### src/rtl/bpc_cup_col_dec.sv
// Cleanup-pass column sequencer (decoder side) for one 4-sample stripe column.
// Define BPC_VCAUSAL_EN to add the vcausal input (vertically causal context formation).
module bpc_cup_col_dec #(
  parameter logic [4:0] RL_CX  = 5'd0,
  parameter logic [4:0] UNI_CX = 5'd18
) (
  input  logic       clk,
  input  logic       rst_n,
  input  logic       col_start,
  input  logic [1:0] flag_band,
  input  logic       rlc_ok,
  input  logic [3:0] skip,
`ifdef BPC_VCAUSAL_EN
  input  logic       vcausal,
`endif
  output logic [1:0] cur_idx,
  input  logic       h0,
  input  logic       h1,
  input  logic       v0,
  input  logic       v1,
  input  logic       d0,
  input  logic       d1,
  input  logic       d2,
  input  logic       d3,
  input  logic       sign_h0,
  input  logic       sign_h1,
  input  logic       sign_v0,
  input  logic       sign_v1,
  output logic       dec_req,
  output logic [4:0] dec_cx,
  input  logic       dec_ack,
  input  logic       dec_d,
  output logic       out_valid,
  output logic [1:0] out_idx,
  output logic       out_sig,
  output logic       out_sign,
  output logic       col_done,
  output logic       busy
);

  typedef enum logic [2:0] {IDLE, RL, U0, U1, ZC, SC, NXT, DONE} state_t;

  state_t     state_q, state_d;
  logic [1:0] band_q, band_d;
  logic [3:1] skip_q, skip_d;
  logic       u0_q, u0_d;
  logic [1:0] cur_idx_d, out_idx_d;
  logic       dec_req_d, out_valid_d, out_sig_d, out_sign_d, col_done_d;
  logic       req_state, ack;
  logic       nxt_found;
  logic [1:0] nxt_idx;

  logic       causal_cut;
  logic       v1_e, d2_e, d3_e, sign_v1_e;
  logic [1:0] h_cnt, v_cnt, zc_a, zc_b;
  logic [2:0] d_cnt, hv_cnt;
  logic [4:0] zc_cx, sc_cx;
  logic       sc_xor;
  logic       h_pos, h_neg, v_pos, v_neg;

`ifdef BPC_VCAUSAL_EN
  logic vcausal_q, vcausal_d;
  assign causal_cut = vcausal_q && (cur_idx == 2'd3);
`else
  assign causal_cut = 1'b0;
`endif

  // The last row of the stripe may not look at the stripe below in causal mode.
  assign v1_e      = v1 & ~causal_cut;
  assign d2_e      = d2 & ~causal_cut;
  assign d3_e      = d3 & ~causal_cut;
  assign sign_v1_e = sign_v1 & ~causal_cut;

  assign h_cnt  = {1'b0, h0} + {1'b0, h1};
  assign v_cnt  = {1'b0, v0} + {1'b0, v1_e};
  assign d_cnt  = {2'b0, d0} + {2'b0, d1} + {2'b0, d2_e} + {2'b0, d3_e};
  assign hv_cnt = {1'b0, h_cnt} + {1'b0, v_cnt};

  always_comb begin
    zc_cx = 5'd1;
    zc_a  = (band_q == 2'd1) ? v_cnt : h_cnt;
    zc_b  = (band_q == 2'd1) ? h_cnt : v_cnt;
    if (band_q == 2'd3) begin
      if (d_cnt > 3'd2)       zc_cx = 5'd9;
      else if (d_cnt == 3'd2) zc_cx = (hv_cnt != 3'd0) ? 5'd8 : 5'd7;
      else if (d_cnt == 3'd1) zc_cx = (hv_cnt > 3'd1) ? 5'd6 : (hv_cnt == 3'd1) ? 5'd5 : 5'd4;
      else                    zc_cx = (hv_cnt > 3'd1) ? 5'd3 : (hv_cnt == 3'd1) ? 5'd2 : 5'd1;
    end else begin
      if (zc_a == 2'd2)       zc_cx = 5'd9;
      else if (zc_a == 2'd1)  zc_cx = (zc_b != 2'd0) ? 5'd8 : (d_cnt != 3'd0) ? 5'd7 : 5'd6;
      else if (zc_b == 2'd2)  zc_cx = 5'd5;
      else if (zc_b == 2'd1)  zc_cx = 5'd4;
      else if (d_cnt > 3'd1)  zc_cx = 5'd3;
      else if (d_cnt == 3'd1) zc_cx = 5'd2;
      else                    zc_cx = 5'd1;
    end
  end

  assign h_pos = (h0 & ~sign_h0) | (h1 & ~sign_h1);
  assign h_neg = (h0 & sign_h0) | (h1 & sign_h1);
  assign v_pos = (v0 & ~sign_v0) | (v1_e & ~sign_v1_e);
  assign v_neg = (v0 & sign_v0) | (v1_e & sign_v1_e);

  // Key is {h +1, h -1, v +1, v -1}; mixed-sign sides collapse to 0.
  always_comb begin
    sc_cx  = 5'd13;
    sc_xor = 1'b0;
    case ({h_pos & ~h_neg, h_neg & ~h_pos, v_pos & ~v_neg, v_neg & ~v_pos})
      4'b1010: begin sc_cx = 5'd17; sc_xor = 1'b0; end
      4'b1000: begin sc_cx = 5'd16; sc_xor = 1'b0; end
      4'b1001: begin sc_cx = 5'd15; sc_xor = 1'b0; end
      4'b0010: begin sc_cx = 5'd14; sc_xor = 1'b0; end
      4'b0001: begin sc_cx = 5'd14; sc_xor = 1'b1; end
      4'b0110: begin sc_cx = 5'd15; sc_xor = 1'b1; end
      4'b0100: begin sc_cx = 5'd16; sc_xor = 1'b1; end
      4'b0101: begin sc_cx = 5'd17; sc_xor = 1'b1; end
      default: begin sc_cx = 5'd13; sc_xor = 1'b0; end
    endcase
  end

  assign dec_cx = !dec_req ? 5'd0 :
                  (state_q == RL) ? RL_CX :
                  (state_q == U0 || state_q == U1) ? UNI_CX :
                  (state_q == ZC) ? zc_cx : sc_cx;

  assign req_state = (state_q == RL) || (state_q == U0) || (state_q == U1) ||
                     (state_q == ZC) || (state_q == SC);
  assign ack       = dec_req & dec_ack;

  always_comb begin
    nxt_found = 1'b0;
    nxt_idx   = cur_idx;
    if (cur_idx == 2'd0 && !skip_q[1]) begin
      nxt_found = 1'b1;
      nxt_idx   = 2'd1;
    end else if (cur_idx <= 2'd1 && !skip_q[2]) begin
      nxt_found = 1'b1;
      nxt_idx   = 2'd2;
    end else if (cur_idx <= 2'd2 && !skip_q[3]) begin
      nxt_found = 1'b1;
      nxt_idx   = 2'd3;
    end
  end

  always_comb begin
    state_d     = state_q;
    band_d      = band_q;
    skip_d      = skip_q;
    u0_d        = u0_q;
    cur_idx_d   = cur_idx;
    dec_req_d   = req_state & ~ack;
    out_valid_d = 1'b0;
    out_idx_d   = 2'd0;
    out_sig_d   = 1'b0;
    out_sign_d  = 1'b0;
`ifdef BPC_VCAUSAL_EN
    vcausal_d   = vcausal_q;
`endif
    case (state_q)
      IDLE: begin
        if (col_start) begin
          band_d    = flag_band;
          skip_d    = skip[3:1];
          cur_idx_d = 2'd0;
`ifdef BPC_VCAUSAL_EN
          vcausal_d = vcausal;
`endif
          if (rlc_ok)       state_d = RL;
          else if (skip[0]) state_d = NXT;
          else              state_d = ZC;
        end
      end
      RL: if (ack) state_d = dec_d ? U0 : DONE;
      U0: begin
        if (ack) begin
          u0_d    = dec_d;
          state_d = U1;
        end
      end
      // The run-length position lands directly on the first significant sample.
      U1: begin
        if (ack) begin
          cur_idx_d = {u0_q, dec_d};
          state_d   = SC;
        end
      end
      ZC: begin
        if (ack) begin
          if (dec_d) begin
            state_d = SC;
          end else begin
            out_valid_d = 1'b1;
            out_idx_d   = cur_idx;
            state_d     = NXT;
          end
        end
      end
      SC: begin
        if (ack) begin
          out_valid_d = 1'b1;
          out_idx_d   = cur_idx;
          out_sig_d   = 1'b1;
          out_sign_d  = dec_d ^ sc_xor;
          state_d     = NXT;
        end
      end
      NXT: begin
        if (nxt_found) begin
          cur_idx_d = nxt_idx;
          state_d   = ZC;
        end else begin
          state_d = DONE;
        end
      end
      DONE:    state_d = IDLE;
      default: state_d = IDLE;
    endcase
    col_done_d = (state_d == DONE);
  end

  always_ff @(posedge clk or negedge rst_n) begin
    if (!rst_n) begin
      state_q   <= IDLE;
      band_q    <= 2'd0;
      skip_q    <= 3'd0;
      u0_q      <= 1'b0;
      cur_idx   <= 2'd0;
      dec_req   <= 1'b0;
      out_valid <= 1'b0;
      out_idx   <= 2'd0;
      out_sig   <= 1'b0;
      out_sign  <= 1'b0;
      col_done  <= 1'b0;
      busy      <= 1'b0;
`ifdef BPC_VCAUSAL_EN
      vcausal_q <= 1'b0;
`endif
    end else begin
      state_q   <= state_d;
      band_q    <= band_d;
      skip_q    <= skip_d;
      u0_q      <= u0_d;
      cur_idx   <= cur_idx_d;
      dec_req   <= dec_req_d;
      out_valid <= out_valid_d;
      out_idx   <= out_idx_d;
      out_sig   <= out_sig_d;
      out_sign  <= out_sign_d;
      col_done  <= col_done_d;
      busy      <= (state_d != IDLE);
`ifdef BPC_VCAUSAL_EN
      vcausal_q <= vcausal_d;
`endif
    end
  end

endmodule

### config.mk
export PLATFORM = sky130hd
export DESIGN_NAME = bpc_cup_col_dec
export DESIGN_NICKNAME = d
export VERILOG_FILES = /design/src/rtl/bpc_cup_col_dec.sv
export SDC_FILE = /design/constraint.sdc
export NUM_CORES = 1
export LEC_CHECK = 0
export BUFFER_PORTS_ARGS = -buffer_cell sky130_fd_sc_hd__buf_2
export CAP_MARGIN = 25
export CORE_MARGIN = 2
export CORE_UTILIZATION = 25
export CTS_CLUSTER_DIAMETER = 150
export DETAILED_ROUTE_END_ITERATION = 8
export GPL_TIMING_DRIVEN = 0
export SYNTH_ARGS = -nofsm -noshare
export SYNTH_HDL_FRONTEND = slang
export SYNTH_SLANG_ARGS = --single-unit
### constraint.sdc
create_clock -name clk -period 2.7 [get_ports clk]
set_input_delay 0 -clock clk [delete_from_list [all_inputs] [get_ports clk]]
set_output_delay 0 -clock clk [all_outputs]
set_load 0.03 [all_outputs]
Word-level counts from Yosys, hierarchy flattened --
Memory sizes are Yosys's and may differ from the RTL's. Index checks and enable logic that the tools add are counted.
Word-level totals: memory bits (writable) 0, memory bits (read-only) 96, output and inout port bits 15, input port bits 24, bits in latches 0, word-level logic and storage cells 150, register bits 19, memories kept 1
Memory list:
- (no name shown) | depth 16, width 6, read ports 1, clocked after memory_dff 0, wr ports 0, line 108 | case ({h_pos & ~h_neg, h_neg & ~h_pos, v_pos & ~v_neg, v_neg & ~v_pos})
Cells by class: reductions and logical operators 21, shifts and indexed selects 0, bitwise operators 28, divide/modulo/power cells 0, order comparisons 5, equality and inequality tests 21, $mul 0, muxes and demuxes 56, add/sub/neg operators 6
Operators with widths (count):
- $mux 2 | 19
- $mux 5 | 7
- $mux 3 | 11
- $pmux 3 s8 | 1
- $mux 4 | 4
- $eq 3x3->1 const B | 5
- $and 1x1->1 | 14
- $reduce_bool 3->1 | 4
- $mux 1 | 11
- $eq 3x1->1 const B | 3
- $eq 3x2->1 const B | 3
- $not 1->1 | 9
- $add 1x1->2 | 3
- $eq 2x1->1 const B | 3
- $eq 2x2->1 const B | 3
- $gt 3x1->1 const B | 2
- $ne 2x2->1 const B | 3
- $pmux 2 s3 | 1
- $logic_or 1x1->1 | 5
- $reduce_and 5->1 | 1
- $ne 4x4->1 const B | 1
- $or 1x1->1 | 4
- $pmux 2 s2 | 1
- $reduce_and 2->1 | 2
- 13 further kinds | 17

Depth between registers and ports, before layout --
depth in word-level cells 15, gate-level depth with buffers 11, gate-level depth less buffers 11

Worst setup path after synthesis --
Ideal clock, no wire load.
path kind input to output, start point input d0, end point output dec_cx[1], arrival 2.301 ns, stages 11, path buffers 0, required time 2.700 ns, path slack 0.399 ns, cells stage by stage inv_1 fa_1 inv_1 ha_1 inv_1 ha_1 nor3b_2 o211a_1 o211ai_1 a21boi_0 a2bb2oi_1
On the way: word-level cells in the longest chain between the ends 15, elaborated cells on any way between the ends 21, those cells by class add/sub: 3; order compare: 2; eq/ne: 2; mux: 14
Ends and longest elaborated chain:
- start, declared | line 21 | input logic d0,
- $add 1x1->2 (*) | line 76 | assign d_cnt = {2'b0, d0} + {2'b0, d1} + {2'b0, d2_e} + {2'b0, d3_e};
- $add 2x1->3 (*) | line 76
- $add 3x1->3 (*) | line 76
- branches (longest 7 deep; another with $gt 3x1->1)
- $mux 5 (*) | line 83 | if (band_q == 2'd3) begin
- $mux 5 (*) | line 124 | (state_q == ZC) ? zc_cx : sc_cx;
- $mux 5 (*) | line 123 | (state_q == U0 || state_q == U1) ? UNI_CX :
- $mux 5 (*) | line 122 | (state_q == RL) ? RL_CX :
- $mux 5 (*) | line 121 | assign dec_cx = !dec_req ? 5'd0 :
- end, declared | line 30 | output logic [4:0] dec_cx,
Every way passes the cells marked *.

Worst setup path after layout --
start point input d0, end point output dec_cx[2]
On the way: word-level cells in the longest chain between the ends 12, elaborated cells on any way between the ends 14, those cells by class add/sub: 3; order compare: 1; eq/ne: 2; mux: 8
Ends and longest elaborated chain:
- $add 1x1->2 (*) | line 76
- $add 2x1->3 (*) | line 76
- $add 3x1->3 (*) | line 76
- $eq 3x1->1 | line 86 | else if (d_cnt == 3'd1) zc_cx = (hv_cnt > 3'd1) ? 5'd6 : (hv_cnt == 3'd1) ? 5'd5 : 5'd4;
- $mux 3 | line 86
- $mux 5 | line 85 | else if (d_cnt == 3'd2) zc_cx = (hv_cnt != 3'd0) ? 5'd8 : 5'd7;
- $mux 5 (*) | line 84 | if (d_cnt > 3'd2) zc_cx = 5'd9;
- $mux 5 (*) | line 83
- $mux 5 (*) | line 124
- $mux 5 (*) | line 123
- $mux 5 (*) | line 122
- $mux 5 (*) | line 121
Mark *: on every way between the ends. The rest lies on a longest branch, timed or not.

==> impl_metrics.py <==
metrics = {
    "global_route": {
        "grtUsageTotal_pct": 11.2,
        "grt_max_degree": 20,
        "grt_pass1_wl_um": 7670,
        "antenna_found_initial": 0,
        "grt_overflow": 0,
        "grt_pass1_vias": 1590,
    },
    "synthesis": {
        "synth-compound-area-share_pct": 22.8,
        "ys.flop_type": "dfrtp_1",
        "synth_area_um2": 1870,
        "yosysWarnings": 0,
        "synth_mux_area_share_pct": 8.25,
        "synth_top_area_cell": "dfrtp_1",
        "synth_cell_type_count": 56,
        "syn_area_per_cell_um2": 8.64,
        "ys_async_sr_fraction_pct": 100,
        "netlist.area_leader.share_pct": 25.5,
        "synth.area.top_cells": "dfrtp_1 25%, ha_1 8.7%, inv_1 5.0%",
        "synth_fa_ha_area_share_pct": 11.5,
        "synth_enable_flop_cells": 0,
        "syn-num-nets": 255,
        "synth_seq_area_share_pct": 25.5,
        "postSynthCellCount": 216,
        "synth_xor_area_share_pct": 2.35,
        "synth_top_family_by_area": "compound AO/OA/AOI/OAI gates",
        "yosys.area_share.simple_pct": 21.1,
        "ys_ff_latch": 19,
    },
    "finish": {
        "areaGrowthSynthToFinish_pct": 23.3,
        "nNetsFinal": 304,
        "instances_no_fill": 363,
        "antennaDiodeCount": 0,
        "final_common_cell": "buf_2",
        "drive_gt1_share_pct": 27.3,
        "layout_common_cells": "38 x buf_2, 25 x inv_1, 19 x dfrtp_1, 16 x nand2_1, 15 x nor2_1",
    },
    "clock_tree": {
        "clk_latency_ps": 260,
        "clock_sinks": 19,
        "cts.clk_slew.worst_paths_ps": 70,
        "cts_tree": "built",
        "h-tree-depth": 1,
        "clk_path_buf_depth": 2,
        "cts-root-buf": "clkbuf_8",
        "cts_buffers": 3,
    },
    "floorplanning": {
        "initial_core_util_pct": 25.7,
        "dieArea_um2": 8170,
        "core_um2": 7250,
        "dieHeight_um": 90.4,
        "top_level_ports": 39,
        "rows": 31,
        "fp.dieW_um": 90.4,
    },
    "routing": {
        "routedWlPerCell_um": 12.2,
        "vias_per_cell": 4.60,
        "wl_met2_um": 2120,
        "dr.max_layer_used": "met4",
        "wl_met3_um": 130,
        "ant_nets": 0,
        "drt_iter0_markers": 75,
        "drc": 0,
        "totalWireLength_um": 4420,
        "wl_met1_um": 2120,
        "via_count": 1669,
        "firstDrtPassIters": 6,
    },
    "timing": {
        "grt_setup_unrepaired": "false",
        "finalHoldViolations": 0,
        "skew_ps": 0.860,
        "min_period_over_period_pct": 91.2,
        "max-slew-margin-rel_pct": 72.0,
        "fin_ws_ps": 237,
        "setup_tns_ps": 0,
        "slew_violations": 0,
        "whs_ps": 50.5,
        "fmax_ghz": 0.406,
        "finalSetupViolCount": 0,
        "min_period_ps": 2460,
        "tightest_slew_ps": 420,
    },
    "hold_path": {
        "min_from": "dec_d",
        "worstHoldPathCells": 2,
        "hold_path_end": "out_valid",
        "hp-class": "in -> reg",
    },
    "setup_path": {
        "crit_path_end_kind": "primary output",
        "start_kind": "input port",
        "critPathArrivalTime_ps": 2460,
        "r2r-end": "cur_idx[0]",
        "crit_type": "in -> out",
        "ff2ff_path_depth": 5,
        "r2r_slack_ps": 950,
        "worst_ep_required_time_ps": 2700,
        "worst-path-max-fanout": 7,
        "reg2reg_from": "cur_idx[0]",
    },
    "outcome": {
        "status": "completed",
    },
    "place": {
        "port_buffers": 37,
        "gp_congestion": 0.842,
        "hpwl_um": 3590,
        "dp_slack_ps": 216,
        "post-place-cells": 352,
    },
    "pwr": {
        "irDropWorstVdd_uv": 337,
        "powerDensity_nw_per_um2": 860,
        "leakage_nw": 1.09,
        "fin_total_pwr_mw": 1.98,
    },
    "job": {
        "maxCapViolations": 0,
    },
}
-- final cells by class --
cell class / instances / area [um^2]
Fill cell: 788 / 4950
Multi-Input combinational cell: 163 / 1240
Sequential cell: 19 / 475
Timing Repair Buffer: 44 / 258
Tap cell: 99 / 124
Inverter: 26 / 97.6
Buffer: 8 / 62.6
Clock buffer: 3 / 41.3
Clock inverter: 1 / 5.00
-- cell families after synthesis --
group / Yosys count
fa+ha+maj: 16
flops: 19
compound gates: 56
xor+xnor: 5
mux: 13
simple gates: 73
buf+inv: 34
-- state kept, by name, summed over array words and instances (netlist names) --
signal,count
cur_idx,2
col_done,1
out_idx,2
busy,1
out_sig,1
state_q,3
band_q,2
out_sign,1
out_valid,1
skip_q,3
u0_q,1
dec_req,1
-- layer usage --
metal / GRT usage (%) / up-vias
met2: 18.5 / 33
met4: 3.08 / 0
li1: - / 854
met1: 15.6 / 777
met5: 0 / -
met3: 1.00 / 5
-- how the worst max path moves through the flow --
| stage | startpoint | endpoint | slack (ps) | cells after the start |
|---|---|---|---|---|
| global placement | d0 | dec_cx[2] | 220 | 13 |
| global route | d0 | dec_cx[2] | 20 | 13 |
| CTS | d0 | dec_cx[1] | 210 | 13 |
| finish | d0 | dec_cx[2] | 240 | 13 |
| floorplan | d0 | dec_cx[1] | 400 | 11 |
| detailed placement | d0 | dec_cx[1] | 220 | 13 |
-- repair_timing --
action                                 CTS  global route
gates resized for setup                  0             4
hold buffers                             7             0
setup buffers                            0             0
setup endpoints to repair                0             2
endpoints found under the hold margin   25             0
-- cells in the mapped netlist (all sizes together), types with 2 or more instances --
cell type  number
nor2           16
and2b           2
dfrtp          19
buf             7
o21ai          12
nor2b           9
a21boi          3
a21oi          10
o22ai           2
and2            5
mux2i           4
or2             2
nand2          17
nor3b           2
fa              2
xnor2           3
nor3            5
nand2b          4
a2bb2oi         2
mux2            9
nand3           8
a32oi           3
ha             13
o211ai          4
o31ai           2
o32ai           2
xor2            2
inv            26
a211oi          5
-- power breakdown --
part	total [mW]	leakage [nW]	switching [mW]	internal [mW]
Combinational	1.31	0.826	0.783	0.527
Clock	0.197	0.0255	0.0941	0.103
Sequential	0.471	0.241	0.0870	0.384
-- worst max-delay path: stages --
cell and delay [ps]:
buf_2 70, inv_1 40, fa_1 460, inv_1 60
ha_1 170, inv_1 70, ha_2 380, nor3b_2 240
o211a_1 220, o21ai_0 100, o221a_1 240, nor3b_2 210
buf_4 200
-- through the flow --
| step | area, um^2 | utilization, % |
|---|---|---|
| after detailed placement | 2170 | 30.0 |
| after floorplan | 1870 | - |
| after CTS | 2290 | 31.6 |
| after global placement | 2170 | 30.0 |
| after global routing | 2300 | 31.7 |
| final | 2300 | 31.7 |
Note: power is estimated with default switching activity, not from simulation.
